`src/rtl/mc_main_controller.sv`:
```
// Multicycle MIPS main control unit: Moore FSM that sequences fetch, decode,
// execute, memory and writeback, and drives every datapath enable and select.
module mc_main_controller (
  input  logic       clk,
  input  logic       reset,
  input  logic [5:0] op,
  input  logic       zero,
  output logic       pcen,
  output logic       memwrite,
  output logic       irwrite,
  output logic       regwrite,
  output logic       iord,
  output logic       regdst,
  output logic       memtoreg,
  output logic       alusrca,
  output logic [1:0] alusrcb,
  output logic [1:0] pcsrc,
  output logic [1:0] aluop,
  output logic       instr_done,
  output logic       illegal,
  output logic [3:0] state
);

  typedef enum logic [3:0] {
    S_FETCH   = 4'd0,
    S_DECODE  = 4'd1,
    S_MEMADR  = 4'd2,
    S_MEMRD   = 4'd3,
    S_MEMWB   = 4'd4,
    S_MEMWR   = 4'd5,
    S_RTYPEEX = 4'd6,
    S_RTYPEWB = 4'd7,
    S_BEQEX   = 4'd8,
    S_ADDIEX  = 4'd9,
    S_ADDIWB  = 4'd10,
    S_JEX     = 4'd11
  } state_t;

  localparam logic [5:0] OP_RTYPE = 6'b000000;
  localparam logic [5:0] OP_LB    = 6'b100000;
  localparam logic [5:0] OP_SB    = 6'b101000;
  localparam logic [5:0] OP_ADDI  = 6'b001000;
  localparam logic [5:0] OP_BEQ   = 6'b000100;
  localparam logic [5:0] OP_J     = 6'b000010;

  state_t state_q;
  state_t state_d;

  logic pcwrite;
  logic branch;
  logic memwrite_raw;
  logic irwrite_raw;
  logic regwrite_raw;
  logic done_raw;
  logic illegal_raw;

  always_ff @(posedge clk) begin
    if (reset) state_q <= S_FETCH;
    else       state_q <= state_d;
  end

  // Next state; unused encodings fall back to FETCH through the default.
  always_comb begin
    state_d = S_FETCH;
    case (state_q)
      S_FETCH:  state_d = S_DECODE;
      S_DECODE: begin
        case (op)
          OP_LB, OP_SB: state_d = S_MEMADR;
          OP_RTYPE:     state_d = S_RTYPEEX;
          OP_BEQ:       state_d = S_BEQEX;
          OP_ADDI:      state_d = S_ADDIEX;
          OP_J:         state_d = S_JEX;
          default:      state_d = S_FETCH;
        endcase
      end
      S_MEMADR:  state_d = (op == OP_LB) ? S_MEMRD : S_MEMWR;
      S_MEMRD:   state_d = S_MEMWB;
      S_MEMWB:   state_d = S_FETCH;
      S_MEMWR:   state_d = S_FETCH;
      S_RTYPEEX: state_d = S_RTYPEWB;
      S_RTYPEWB: state_d = S_FETCH;
      S_BEQEX:   state_d = S_FETCH;
      S_ADDIEX:  state_d = S_ADDIWB;
      S_ADDIWB:  state_d = S_FETCH;
      S_JEX:     state_d = S_FETCH;
      default:   state_d = S_FETCH;
    endcase
  end

  always_comb begin
    pcwrite      = 1'b0;
    branch       = 1'b0;
    memwrite_raw = 1'b0;
    irwrite_raw  = 1'b0;
    regwrite_raw = 1'b0;
    done_raw     = 1'b0;
    illegal_raw  = 1'b0;
    iord         = 1'b0;
    regdst       = 1'b0;
    memtoreg     = 1'b0;
    alusrca      = 1'b0;
    alusrcb      = 2'b00;
    pcsrc        = 2'b00;
    aluop        = 2'b00;
    case (state_q)
      S_FETCH: begin
        irwrite_raw = 1'b1;
        pcwrite     = 1'b1;
        alusrcb     = 2'b01;
      end
      S_DECODE: begin
        // Branch target is precomputed into ALUOut while the opcode is decoded.
        alusrcb = 2'b11;
        case (op)
          OP_RTYPE, OP_LB, OP_SB, OP_ADDI, OP_BEQ, OP_J: illegal_raw = 1'b0;
          default:                                        illegal_raw = 1'b1;
        endcase
      end
      S_MEMADR, S_ADDIEX: begin
        alusrca = 1'b1;
        alusrcb = 2'b10;
      end
      S_MEMRD: iord = 1'b1;
      S_MEMWB: begin
        regwrite_raw = 1'b1;
        memtoreg     = 1'b1;
        done_raw     = 1'b1;
      end
      S_MEMWR: begin
        iord         = 1'b1;
        memwrite_raw = 1'b1;
        done_raw     = 1'b1;
      end
      S_RTYPEEX: begin
        alusrca = 1'b1;
        aluop   = 2'b10;
      end
      S_RTYPEWB: begin
        regwrite_raw = 1'b1;
        regdst       = 1'b1;
        done_raw     = 1'b1;
      end
      S_ADDIWB: begin
        regwrite_raw = 1'b1;
        done_raw     = 1'b1;
      end
      S_BEQEX: begin
        alusrca  = 1'b1;
        aluop    = 2'b01;
        pcsrc    = 2'b01;
        branch   = 1'b1;
        done_raw = 1'b1;
      end
      S_JEX: begin
        pcsrc    = 2'b10;
        pcwrite  = 1'b1;
        done_raw = 1'b1;
      end
      default: ;
    endcase
  end

  // Strobes are masked while reset is high so a mid-instruction reset never writes.
  assign pcen       = ~reset & (pcwrite | (branch & zero));
  assign memwrite   = ~reset & memwrite_raw;
  assign irwrite    = ~reset & irwrite_raw;
  assign regwrite   = ~reset & regwrite_raw;
  assign instr_done = ~reset & done_raw;
  assign illegal    = ~reset & illegal_raw;
  assign state      = state_q;

endmodule

```
`config.mk`:
```
export PLATFORM = sky130hd
export DESIGN_NAME = mc_main_controller
export DESIGN_NICKNAME = d
export VERILOG_FILES = /design/src/rtl/mc_main_controller.sv
export SDC_FILE = /design/constraint.sdc
export NUM_CORES = 1
export LEC_CHECK = 0
export CAP_MARGIN = 20
export CORE_AREA = 4 4 41 43
export CTS_CLUSTER_DIAMETER = 60
export DETAILED_ROUTE_END_ITERATION = 16
export DIE_AREA = 0 0 45 47
export PLACE_DENSITY = 0.85
export SETUP_SLACK_MARGIN = 0.4
export SYNTH_ARGS = -nofsm -noshare
export SYNTH_HDL_FRONTEND = slang
export SYNTH_SLANG_ARGS = --single-unit
```
`constraint.sdc`:
```
create_clock -name clk -period 1.7 [get_ports clk]
set_input_delay 0.17 -clock clk [delete_from_list [all_inputs] [get_ports clk]]
set_output_delay 0.17 -clock clk [all_outputs]
set_load 0.03 [all_outputs]
```
==> results of run 1 <==
==> per-stage QoR <==
stage	setup slack [ns]	instance area [um2]	cells	hold WS [ns]	util (%)
floorplan	-0.01980	595.6	64	0.3704	-
global placement	-0.4641	919.6	115	0.5837	70.67
detailed placement	-0.5182	919.6	115	0.5934	70.67
CTS	0.1172	1242	134	0.5016	95.48
==> cell families after synthesis <==
family                     Yosys count  share of synthesized area (%)
xor gates and xnor gates             2                          3.836
muxes                                2                          4.384
buffers and inverters                6                          5.754
AOI/OAI and AO/OA                   14                          20.82
adders and majority gates            1                          2.192
and+or+nand+nor                     35                          45.48
DFF                                  4                          17.53
==> what timing repair did <==
action	CTS
setup endpoints to repair	24
setup buffers	14
pin swaps	20
hold endpoints to repair	0
gates cloned	1
resized for setup	75
==> flow_summary.toml, run 1 <==
[placed_design]
io_buffers = 28
dp_hpwl_um = 1333
globalplace.congestion = 0.8771

[sta]
worst-ep-kind = "top-level output"
worst_endpoint = "regwrite"

[logic_synthesis]
yosys_warnings = 0
synth_area_um2 = 456.7
synth_edf_count = 0
synth_cells = 64
synth_async_sr_flop_share_pct = 0
synth_top_area_share_pct = 17.53
avgSynthCellArea_um2 = 7.136
yosys.area.top_type = "dfxtp_1"
yosysMostFrequentCell = "nor2_1"
ys.flop_type = "dfxtp_1"
syn-num-nets = 73
synth-seq-cells = 4
ys_top_cells_by_area = "dfxtp_1 18%, nand2b_1 6.8%, nor2_1 5.8%"
yosys-top-cells-count = "7 x nor2_1, 5 x a21oi_1, 5 x clkbuf_1, 5 x nand2b_1"
synth_cell_types = 29
ys_seq_area_share_pct = 17.53

[clock_network]
h-tree-depth = 1
cts_hold_buf = 0
cts_made_buffers = 3
cts_buffer_depth = 2
cts-root-buf = "clkbuf_4"
cts_sinks = 4

[die]
die_h_um = 47
io_pins = 29
start_util_pct = 35.10
fp-row-count = 13
die_w_um = 45

[run_status]
error = "[ERROR DPL-0038] Utilization greater than 100%, impossible to legalize"
status = "did not finish"
lastStage = "global routing"

[global_routing]
grt_max_degree = 13
==> inputs of run 2 (changes only) <==
==> config.mk (replaced) <==
export PLATFORM = sky130hd
export DESIGN_NAME = mc_main_controller
export DESIGN_NICKNAME = d
export VERILOG_FILES = /design/src/rtl/mc_main_controller.sv
export SDC_FILE = /design/constraint.sdc
export NUM_CORES = 1
export LEC_CHECK = 0
export CAP_MARGIN = 20
export CORE_AREA = 4 4 65 67
export DETAILED_ROUTE_END_ITERATION = 16
export DIE_AREA = 0 0 69 71
export PLACE_DENSITY_LB_ADDON = 0.15
export SYNTH_ARGS = -nofsm -noshare
export SYNTH_HDL_FRONTEND = slang
export SYNTH_SLANG_ARGS = --single-unit
==> run 2 against run 1 <==
Effect of this change:
- the run now ends clean
- synthesized cell count did not move
- area after synthesis stayed put
==> flow_summary.toml, run 2 <==
[run_status]
status = "completed"

[setup_path]
worst_setup_path_end_kind = "output port"
critical_path_class = "flip-flop to output port"
startpoint_type = "flip-flop"
crit-reg2reg-capture = "state[1]$_SDFF_PP0_"
cp_data_required_time_ns = 1.53
path_max_fanout = 12
critical_path.max_stage_delay_ns = 0.71
critPathSlowestCell = "clkdlybuf4s50_1"
r2r_setup_slack_ns = 0.42
r2r_start = "state[1]$_SDFF_PP0_"
cp_cell_sequence = "buf_4 > clkdlybuf4s50_1"
rr_worst_depth = 5
cp_data_arrival_time_ns = 1.46
critPathLaunch = "state[0]$_SDFF_PP0_"

[power_and_ir_drop]
power_w = 0.0004509
power_density_nw_per_um2 = 460.3
ir_drop_mv = 0.3540
seqPwrFrac_pct = 21.8
p_leak_nw = 0.3843
p_comb_share_pct = 34.9
sw_frac_of_total_pct = 28.29
p_sw_w = 0.0001276
clock_power_share_pct = 43.2
p_int_w = 0.0003233

[logic_synthesis]
ys_seq_area_share_pct = 17.53
yosysMostFrequentCell = "nor2_1"
ys_top_cells_by_area = "dfxtp_1 18%, nand2b_1 6.8%, nor2_1 5.8%"
synth_area_um2 = 456.7
avgSynthCellArea_um2 = 7.136
yosys-top-cells-count = "7 x nor2_1, 5 x a21oi_1, 5 x clkbuf_1, 5 x nand2b_1"
synth_async_sr_flop_share_pct = 0
synth_top_area_share_pct = 17.53
yosys.area.top_type = "dfxtp_1"
syn-num-nets = 73
ys.flop_type = "dfxtp_1"
synth_cells = 64
synth_edf_count = 0
yosys_warnings = 0
synth-seq-cells = 4
synth_cell_types = 29

[final_layout]
postLayoutCoreUtil_pct = 26.96
final_area_um2 = 979.7
area_growth_pct = 114.5
final_common_cell = "buf_4"
num_antenna_cells = 0
drive_gt1_share_pct = 48.11
largest_register_ffs = 4
fin_nets = 117
mostFrequentLayoutCells = "32 x buf_4, 10 x clkdlybuf4s50_1, 5 x nor2_1, 5 x a21oi_1"

[placed_design]
dp_hpwl_um = 1452
placed_area_um2 = 912.1
io_buffers = 28
pre_cts_ws_ns = -0.5862
globalplace.congestion = 0.7999

[die]
die-area_um2 = 4899
coreArea_um2 = 3633
die_w_um = 69
start_util_pct = 12.57
fp-row-count = 22
die_h_um = 71
io_pins = 29

[sta]
rsz0062_at_grt = "no"
finalHoldViolations = 0
hold-worst-slack_ns = 0.5580
finClkSkew_ns = 0.003613
slew_headroom_pct = 75.82
worst_pin_slew_ns = 0.3594
setup_viol = 0
period_share_pct = 96.05
setup_slack_ns = 0.06709
fin_crit_ns = 1.633
drv_slew = 0
fmax_mhz = 612.4

[clock_network]
cts_tree = "done"
h-tree-depth = 1
cts_buffer_depth = 2
cts_hold_buf = 0
clk_latency_ns = 0.21
clk_pin_slew_ns = 0.03
cts_sinks = 4
cts_made_buffers = 3
cts-root-buf = "clkbuf_8"

[detailed_routing]
vias = 620
drt_wl_total_um = 1809
via_per_inst = 4.026
routedWlPerCell_um = 11.75
drc_errors = 0
ant_nets = 0
drt_pass1_iterations = 3
first_iter_violations = 22

[global_routing]
overflow = 0
grtUsageTotal_pct = 7.647
grt_pass1_vias = 674
grt_pass1_wl_um = 3132
grt_antenna_before_repair = 0
grt_max_degree = 15

[min_path]
hold_depth = 5
min_from = "op[5]"
min_path_type = "input pin to flip-flop"
holdPathEnd = "state[0]$_SDFF_PP0_"

[flow_run]
drv_cap = 0
==> run 2: cell counts after synthesis <==
No cell type changed its count.
==> run 2: cell type report <==
| cell class | count | area, um2 |
|---|---|---|
| clock buffer | 3 | 41.29 |
| fill | 417 | 2654 |
| multi-input combinational | 54 | 429.2 |
| sequential | 4 | 80.08 |
| tap | 48 | 60.06 |
| timing repair buffer | 45 | 369.1 |
==> run 2: cells by family after synthesis <==
kind of cell | count (synthesis) | share of synthesized area [%]
XOR/XNOR | 2 | 3.836
AO/OA/AOI/OAI | 14 | 20.82
multiplexers | 2 | 4.384
adder cells (fa/ha/maj) | 1 | 2.192
flip-flops | 4 | 17.53
buffers and inverters | 6 | 5.754
AND/OR/NAND/NOR | 35 | 45.48
==> run 2: timing repair <==
item                                    CTS  global route
endpoints found under the setup margin    1             1
pin swaps                                 3             1
resized for setup                        10             4
setup buffers                             1             0
endpoints found under the hold margin     0             0
==> run 2: power groups by stage <==
stage	Sequential (W)	Clock [W]	Combinational (W)
final	0.0000985	0.000195	0.000158
after global routing	0.0000987	0.000205	0.000171
after CTS	0.0000986	0.000201	0.000158
after detailed placement	0.0000998	0	0.000157
after global placement	0.0000997	0	0.000157
after floorplan	0.000106	0	0.0000723
==> run 2: critical path: cells and delay by family, from the launching register on <==
family                 cells  cell delay (ns)
buffers and inverters      2             0.94
flip-flops                 1             0.31
==> run 2: worst max-delay path by stage <==
stage,to,slack [ns],depth (start not counted)
2_1_floorplan,pcen,-0.24,5
3_3_place_gp,illegal,-0.55,7
3_5_place_dp,illegal,-0.59,7
4_1_cts,pcen,0.01,6
5_1_grt,pcen,0.01,6
6_report,state[0],0.07,2
==> run 2: stage by stage <==
stage / cells / setup TNS, ns
2_1_floorplan: 64 / -0.4421
3_3_place_gp: 150 / -0.7138
3_5_place_dp: 150 / -0.7092
4_1_cts: 154 / 0
5_1_grt: 154 / 0
6_report: 154 / 0
==> run 2: routing by layer <==
metal  part of all wire [%]  track usage, %  vias up
met4                      0           1.952        0
met5                      0               0        -
met1                     47           9.899      283
li1                       -               -      318
met3                    5.1           1.847        0
met2                     48           12.71       19
No activity file was read; power rests on OpenSTA's default activity.
